### config.mk
export PLATFORM = sky130hd
export DESIGN_NAME = nco_iq
export DESIGN_NICKNAME = d
export VERILOG_FILES = /design/src/rtl/nco_iq.sv
export SDC_FILE = /design/constraint.sdc
export NUM_CORES = 1
export LEC_CHECK = 0
export BUFFER_PORTS_ARGS = -buffer_cell sky130_fd_sc_hd__buf_2
export CORE_AREA = 2 2 152 117
export DETAILED_ROUTE_END_ITERATION = 7
export DIE_AREA = 0 0 154 119
export PLACE_DENSITY = 0.79
export SYNTH_ARGS = -nofsm -noshare
export SYNTH_HDL_FRONTEND = slang
export SYNTH_SLANG_ARGS = --single-unit
### constraint.sdc
create_clock -name clk -period 5.32 [get_ports clk]
set_input_delay 1.064 -clock clk [delete_from_list [all_inputs] [get_ports clk]]
set_output_delay 1.064 -clock clk [all_outputs]
set_load 0.03 [all_outputs]
### src/rtl/nco_iq.sv
// Quadrature NCO: phase accumulator, 3-stage pipeline, quarter-wave sine table built at
// elaboration. Feeds the delta-sigma modulator as test tone and carrier source.
module nco_iq #(
  parameter int unsigned ACC_W     = 28,
  parameter int unsigned PHASE_W   = 8,
  parameter int unsigned AMP_W     = 16,
  parameter int unsigned OUT_W     = 10,
  parameter logic [ACC_W-1:0] FREQ_INIT = ACC_W'(26843)
) (
  input  logic                    clk,
  input  logic                    rst,
  input  logic                    en,
  input  logic [ACC_W-1:0]        freq_in,
  input  logic                    freq_we,
  input  logic [ACC_W-1:0]        phase_off,
  input  logic                    sync,
  output logic signed [OUT_W-1:0] sin_out,
  output logic signed [OUT_W-1:0] cos_out,
  output logic                    out_valid
);

  localparam int unsigned IDX_W = PHASE_W - 2;
  localparam int unsigned DEPTH = 1 << IDX_W;
  localparam int unsigned SHIFT = AMP_W - OUT_W;

  // Sample i sits at (i+0.5) steps so the quarter mirrors exactly with no repeated entry.
  function automatic logic signed [AMP_W-1:0] tab_entry(input int i);
    real x;
    real term;
    real s;
    real v;
    x    = 2.0 * 3.141592653589793 * (real'(i) + 0.5) / real'(1 << PHASE_W);
    term = x;
    s    = x;
    for (int k = 1; k < 12; k++) begin
      term = -term * x * x / real'((2 * k) * (2 * k + 1));
      s    = s + term;
    end
    v = real'((1 << (AMP_W - 1)) - 1) * s;
    return AMP_W'($rtoi(v + 0.5));
  endfunction

  logic signed [AMP_W-1:0] rom [DEPTH];

  for (genvar g = 0; g < DEPTH; g++) begin : g_rom
    localparam logic signed [AMP_W-1:0] Val = tab_entry(g);
    assign rom[g] = Val;
  end

  logic [ACC_W-1:0]        accum_q, accum_d;
  logic [ACC_W-1:0]        freq_q;
  logic [PHASE_W-1:0]      p_q, p_d;
  logic [PHASE_W-1:0]      pc;
  logic [IDX_W-1:0]        addr_s, addr_c;
  logic signed [AMP_W-1:0] mag_s_q, mag_c_q;
  logic                    neg_s_q, neg_c_q;
  logic signed [AMP_W-1:0] val_s, val_c;
  logic signed [OUT_W-1:0] sin_d, cos_d;
  logic [2:0]              valid_q;

  always_comb begin
    accum_d = accum_q;
    if (sync) begin
      accum_d = '0;
    end else if (en) begin
      accum_d = accum_q + freq_q;
    end
  end

  always_ff @(posedge clk or posedge rst) begin
    if (rst) begin
      accum_q <= '0;
      freq_q  <= FREQ_INIT;
    end else begin
      accum_q <= accum_d;
      if (freq_we) begin
        freq_q <= freq_in;
      end
    end
  end

  // Stage 1: offset phase, keep only the lookup bits.
  assign p_d = PHASE_W'((accum_q + phase_off) >> (ACC_W - PHASE_W));

  // Stage 2 address: odd quadrants read the quarter backwards, upper half negates.
  always_comb begin
    pc     = p_q + PHASE_W'(DEPTH);
    addr_s = p_q[PHASE_W-2] ? ~p_q[IDX_W-1:0] : p_q[IDX_W-1:0];
    addr_c = pc[PHASE_W-2] ? ~pc[IDX_W-1:0] : pc[IDX_W-1:0];
  end

  always_comb begin
    val_s = neg_s_q ? -mag_s_q : mag_s_q;
    val_c = neg_c_q ? -mag_c_q : mag_c_q;
    sin_d = OUT_W'(val_s >>> SHIFT);
    cos_d = OUT_W'(val_c >>> SHIFT);
  end

  always_ff @(posedge clk or posedge rst) begin
    if (rst) begin
      p_q       <= '0;
      mag_s_q   <= '0;
      mag_c_q   <= '0;
      neg_s_q   <= 1'b0;
      neg_c_q   <= 1'b0;
      sin_out   <= '0;
      cos_out   <= '0;
      valid_q   <= '0;
    end else begin
      p_q       <= p_d;
      mag_s_q   <= rom[addr_s];
      mag_c_q   <= rom[addr_c];
      neg_s_q   <= p_q[PHASE_W-1];
      neg_c_q   <= pc[PHASE_W-1];
      sin_out   <= sin_d;
      cos_out   <= cos_d;
      valid_q   <= {valid_q[1:0], en};
    end
  end

  assign out_valid = valid_q[2];

endmodule

After elaboration in Yosys (flattened, before gate mapping)

Memories as Yosys holds them, arrays and structs flattened. A register that Yosys moved wholly into a read port is not among the register bits.
Index checks and enable logic that the tools add are counted.

Register bits after elaboration: 89
Word-level logic and storage cells: 26
Bits in read-only memories: 2048
Output and inout bits: 21
Memories kept: 2
Latch bits: 0
Memory bits (writable): 0
Bits of input ports: 61

Memory list:

| name            | depth | width | rd ports | clocked after Yosys merged registers in | wr ports | RTL line | text |
|---|---|---|---|---|---|---|---|
| (no name shown) | 64    | 16    | 1        | 1                                       | 0        | 112      | `mag_c_q <= rom[addr_c];` |
| (no name shown) | 64    | 16    | 1        | 1                                       | 0        | 111      | `mag_s_q <= rom[addr_s];` |

Bitwise operators: 4
Equal/unequal tests: 0
Divide/modulo/power cells: 0
Muxes and demuxes: 6
Multipliers: 0
Add/sub/neg operators: 5
Shift-type cells: 0
Order comparisons: 0
Reductions and logical operators: 1

Operators by type and width:

| kind                                                          | count |
|---|---|
| 28-bit adder                                                  | 2 |
| 28-bit 2-to-1 mux                                             | 2 |
| 16-bit 2-to-1 mux                                             | 2 |
| 16-bit negation                                               | 2 |
| 6-bit NOT with 7-bit output                                   | 2 |
| 6-bit 2-to-1 mux                                              | 2 |
| 6-bit NOT                                                     | 2 |
| 8-bit by 7-bit adder with 8-bit output, second input constant | 1 |
| 2-bit nonzero test                                            | 1 |

Depth between registers and ports, before layout

Word-level depth: 4
Depth in mapped cells: 13
Gate-level depth less buffers: 11

Least setup slack after synthesis

OpenSTA, ideal clock, no wires.

Path kind: input to register
Start: input phase_off[16]
End: register p_q[7]
Data required time: 5.195 ns
Path buffers: 0
Stages: 10
Data arrival time: 3.007 ns
Path slack: 2.188 ns
Cell sequence: ha_1 a21o_1 a21o_1 a2111oi_2 o21ai_0 o211ai_2 o221ai_2 a21oi_1 o21bai_1 xnor2_1

Longest elaborated chain between the ends: 1

RTL lines:

| element              | RTL line | text |
|---|---|---|
| from (decl)          | 15       | `input logic [ACC_W-1:0] phase_off,` |
| 28-bit adder         | 83       | `assign p_d = PHASE_W'((accum_q + phase_off) >> (ACC_W - PHASE_W));` |
| net p_d[7]           | 52       | `logic [PHASE_W-1:0] p_q, p_d;` |
| to (signal assigned) | 110      | `p_q <= p_d;` |
| to (decl)            | 52       |  |

The timed path passes the listed nets, and every way through them passes these cells.
A chain may end at the register's enable or synchronous reset.

Final worst setup path

Start: register p_q[6]
End: register mag_s_q[3]

Longest elaborated chain between the ends: 2

RTL lines:

| element                                           | RTL line | text |
|---|---|---|
| 6-bit 2-to-1 mux                                  | 88       | `addr_s = p_q[PHASE_W-2] ? ~p_q[IDX_W-1:0] : p_q[IDX_W-1:0];` |
| 6-bit NOT with 7-bit output (implied by the code) | 111      |  |
| to (decl)                                         | 55       | `logic signed [AMP_W-1:0] mag_s_q, mag_c_q;` |

Every way passes these cells.

==> reports/results.ini <==
[floorplanning]
die_y_um = 119
start_util_pct = 53.21
die_area_mm2 = 0.01833
core_mm2 = 0.01708
die_w_um = 154
io_pins = 82
std_cell_rows = 42

[finish]
multi_input_area_mm2 = 0.005832
fin_nets = 1235
fillerInstances = 1454
area_growth_pct = 13.20
regArea_mm2 = 0.002989
drive_above_1_share_pct = 16.56
diodes = 0

[setup_path]
start_kind = flop
reg2reg_slack_ns = 1.77
slowest_delay_ns = 1.03
path_max_fanout = 39
cp.required_ns = 5.61
r2r_start = p_q[6]
slowest_stage = dfrtp_1
endpoint_kind = flop
reg2reg_depth = 7
crit_chain = xor2_4, clkinv_1, buf_4, o311ai_0, o21ai_0, a21oi_1, o21ai_0
cp_data_arrival_time_ns = 3.85
crit_path_frequent_cell = o21ai_0
crit_type = flop to flop
r2r-end = mag_s_q[3]

[min_path]
holdPathStages = 0
hold_start = valid_q[1]
hold_end = valid_q[2]
hp-class = flop to flop

[sta]
tns_ns = 0
clock.fmax_ghz = 0.2815
finalSetupViolCount = 0
tightest_slew_ns = 1.113
slew_headroom_pct = 25.28
finalCriticalPeriod_ns = 3.552
hold_viol = 0
fin_skew_ns = 0.01173
rsz0062_at_grt = no
report.final.slew_viol_count = 0
finalCritPeriodShare_pct = 66.77

[route]
viasPerCell = 6.463
drtAntennaViolNets = 0
drt_first_pass_iters = 6
drc = 0
drt-total-wl_um = 25810
drtIter0Drc = 1118
vias = 8564
wl_per_cell_um = 19.48

[logic_synthesis]
synth_top_area_cell = dfrtp_1
synth_ff_type = dfrtp_1
yosys_warnings = 0
syn_inst = 1047
ys_types = 70
ys_top_cells_by_area = dfrtp_1, ha_1, a21oi_1, o21ai_0, nor2_1
synth.net_count = 1190
syn_area_mm2 = 0.009087
synth_common_cells = dfrtp_1, nor2_1, a21oi_1, nand2_1, o21ai_0
async_reset_ff_share_pct = 100.0
syn_avg_cell_area_um2 = 8.680
synth_top_area_share_pct = 30.29
synth_edf_count = 0
yosysSeqAreaShare_pct = 32.89
synth-seq-cells = 119

[grt]
met3_usage_pct = 7.751
grtUsageMet2_pct = 40.95
antenna_found_initial = 0
overflow = 0
gr-usage-met1_pct = 40.73
grtUsageTotal_pct = 28.45
grt_pass1_wl_um = 41440
grt_pass1_vias = 7982
grt_max_degree = 66
grt-busiest-layer = met2

[clocking]
htree_levels = 4
cts.clk_slew.worst_paths_ns = 0.06
clk_latency_ns = 0.44
cts_buffer_depth = 2
ctsRootBufferMaster = clkbuf_16
cts_made_buffers = 17
cts_resized = 0
ctsHoldBuffers = 0
cts_sinks = 119
cts_tree = built
post-cts-setup-buffers = 0

[outcome]
status = completed

[placed_design]
numPortBuffers = 81
place.gp.congestion = 0.9908
dp_hpwl_um = 17740

[flow_run]
timing.max_cap.violations = 0

==> metal layers <==
| layer | up-vias | wire length (um) |
|---|---|---|
| met5 | - | 0 |
| met1 | 4006 | 11290 |
| met4 | 0 | 744 |
| li1 | 3947 | - |
| met2 | 526 | 10940 |
| met3 | 85 | 2832 |
==> stage by stage <==
stage | instances | util [%] | hold WS [ns] | setup WS [ns] | instance area, um^2
after floorplan | 1047 | - | 0.3312 | 1.113 | 9087
after global placement | 1293 | 56.55 | 0.3345 | 1.900 | 9658
after detailed placement | 1293 | 56.55 | 0.3347 | 1.863 | 9658
after CTS | 1325 | 60.23 | 0.3501 | 1.897 | 10290
after global routing | 1325 | 60.23 | 0.3546 | 1.576 | 10290
final | 1325 | 60.23 | 0.3481 | 1.768 | 10290
==> worst max-delay path by stage <==
stage | end | slack [ns] | depth (start not counted) | startpoint
final | mag_s_q[3] | 1.77 | 7 | p_q[6]
after global routing | mag_s_q[3] | 1.58 | 7 | p_q[6]
after CTS | mag_c_q[5] | 1.90 | 8 | p_q[6]
after detailed placement | p_q[7] | 1.86 | 11 | phase_off[16]
after global placement | p_q[7] | 1.90 | 11 | phase_off[16]
after floorplan | accum_q[0] | 1.11 | 1 | rst
==> state kept, by name, summed over array words and instances (netlist names) <==
register  flops
mag_s_q      15
cos_out      10
mag_c_q      15
sin_out      10
neg_c_q       1
p_q           8
freq_q       28
neg_s_q       1
accum_q      28
valid_q       3
==> area by class of cell <==
type	instances	share of cell area (%)
clock buffer	17	4.135
timing repair buffer	94	4.889
sequential	119	29.06
tap	220	2.676
inverter	15	0.5716
clock inverter	15	1.982
multi-input combinational	845	56.69
==> placed cells by master (no fill, tap or decap), types with 9 or more instances in the layout <==
master     Yosys  final
mux2i_1       22     22
buf_4          0     13
nand3_1       20     20
dfstp_2        9      9
a31oi_1       17     17
xor2_1        24     21
buf_2         12     81
o21ai_0       87     87
clkbuf_16      0     17
ha_1          81     81
nor2_1       110    110
o221ai_1      10     10
a21o_1        27     27
nand2b_1      10     10
a21oi_1       92     92
xnor2_1       39     37
dfrtp_1      110    110
nor3_1        23     23
o211ai_1      22     22
inv_1         13     11
nand2_1       92     92
mux2_2        30     30
a211oi_1      20     20
==> cell families (layout without fill, tap and decap cells) <==
family	after synthesis	in the layout	share of synthesized area, %
compound gates	349	349	24.63
xor+xnor	63	63	6.072
fa+ha+maj	82	82	11.37
buf+inv	83	141	3.594
flops	119	119	32.89
mux	54	54	6.636
simple gates	297	297	14.80
==> worst max-delay path: cells and delay by family, from the launching register on <==
kind            cells  cell delay (ns)
compound gates      4             0.88
xor+xnor            1             0.17
buf+inv             2             1.32
flops               1             1.03
Power is not shown: default switching activity piles up to over one toggle a cycle in this logic, so the estimate is an artifact.
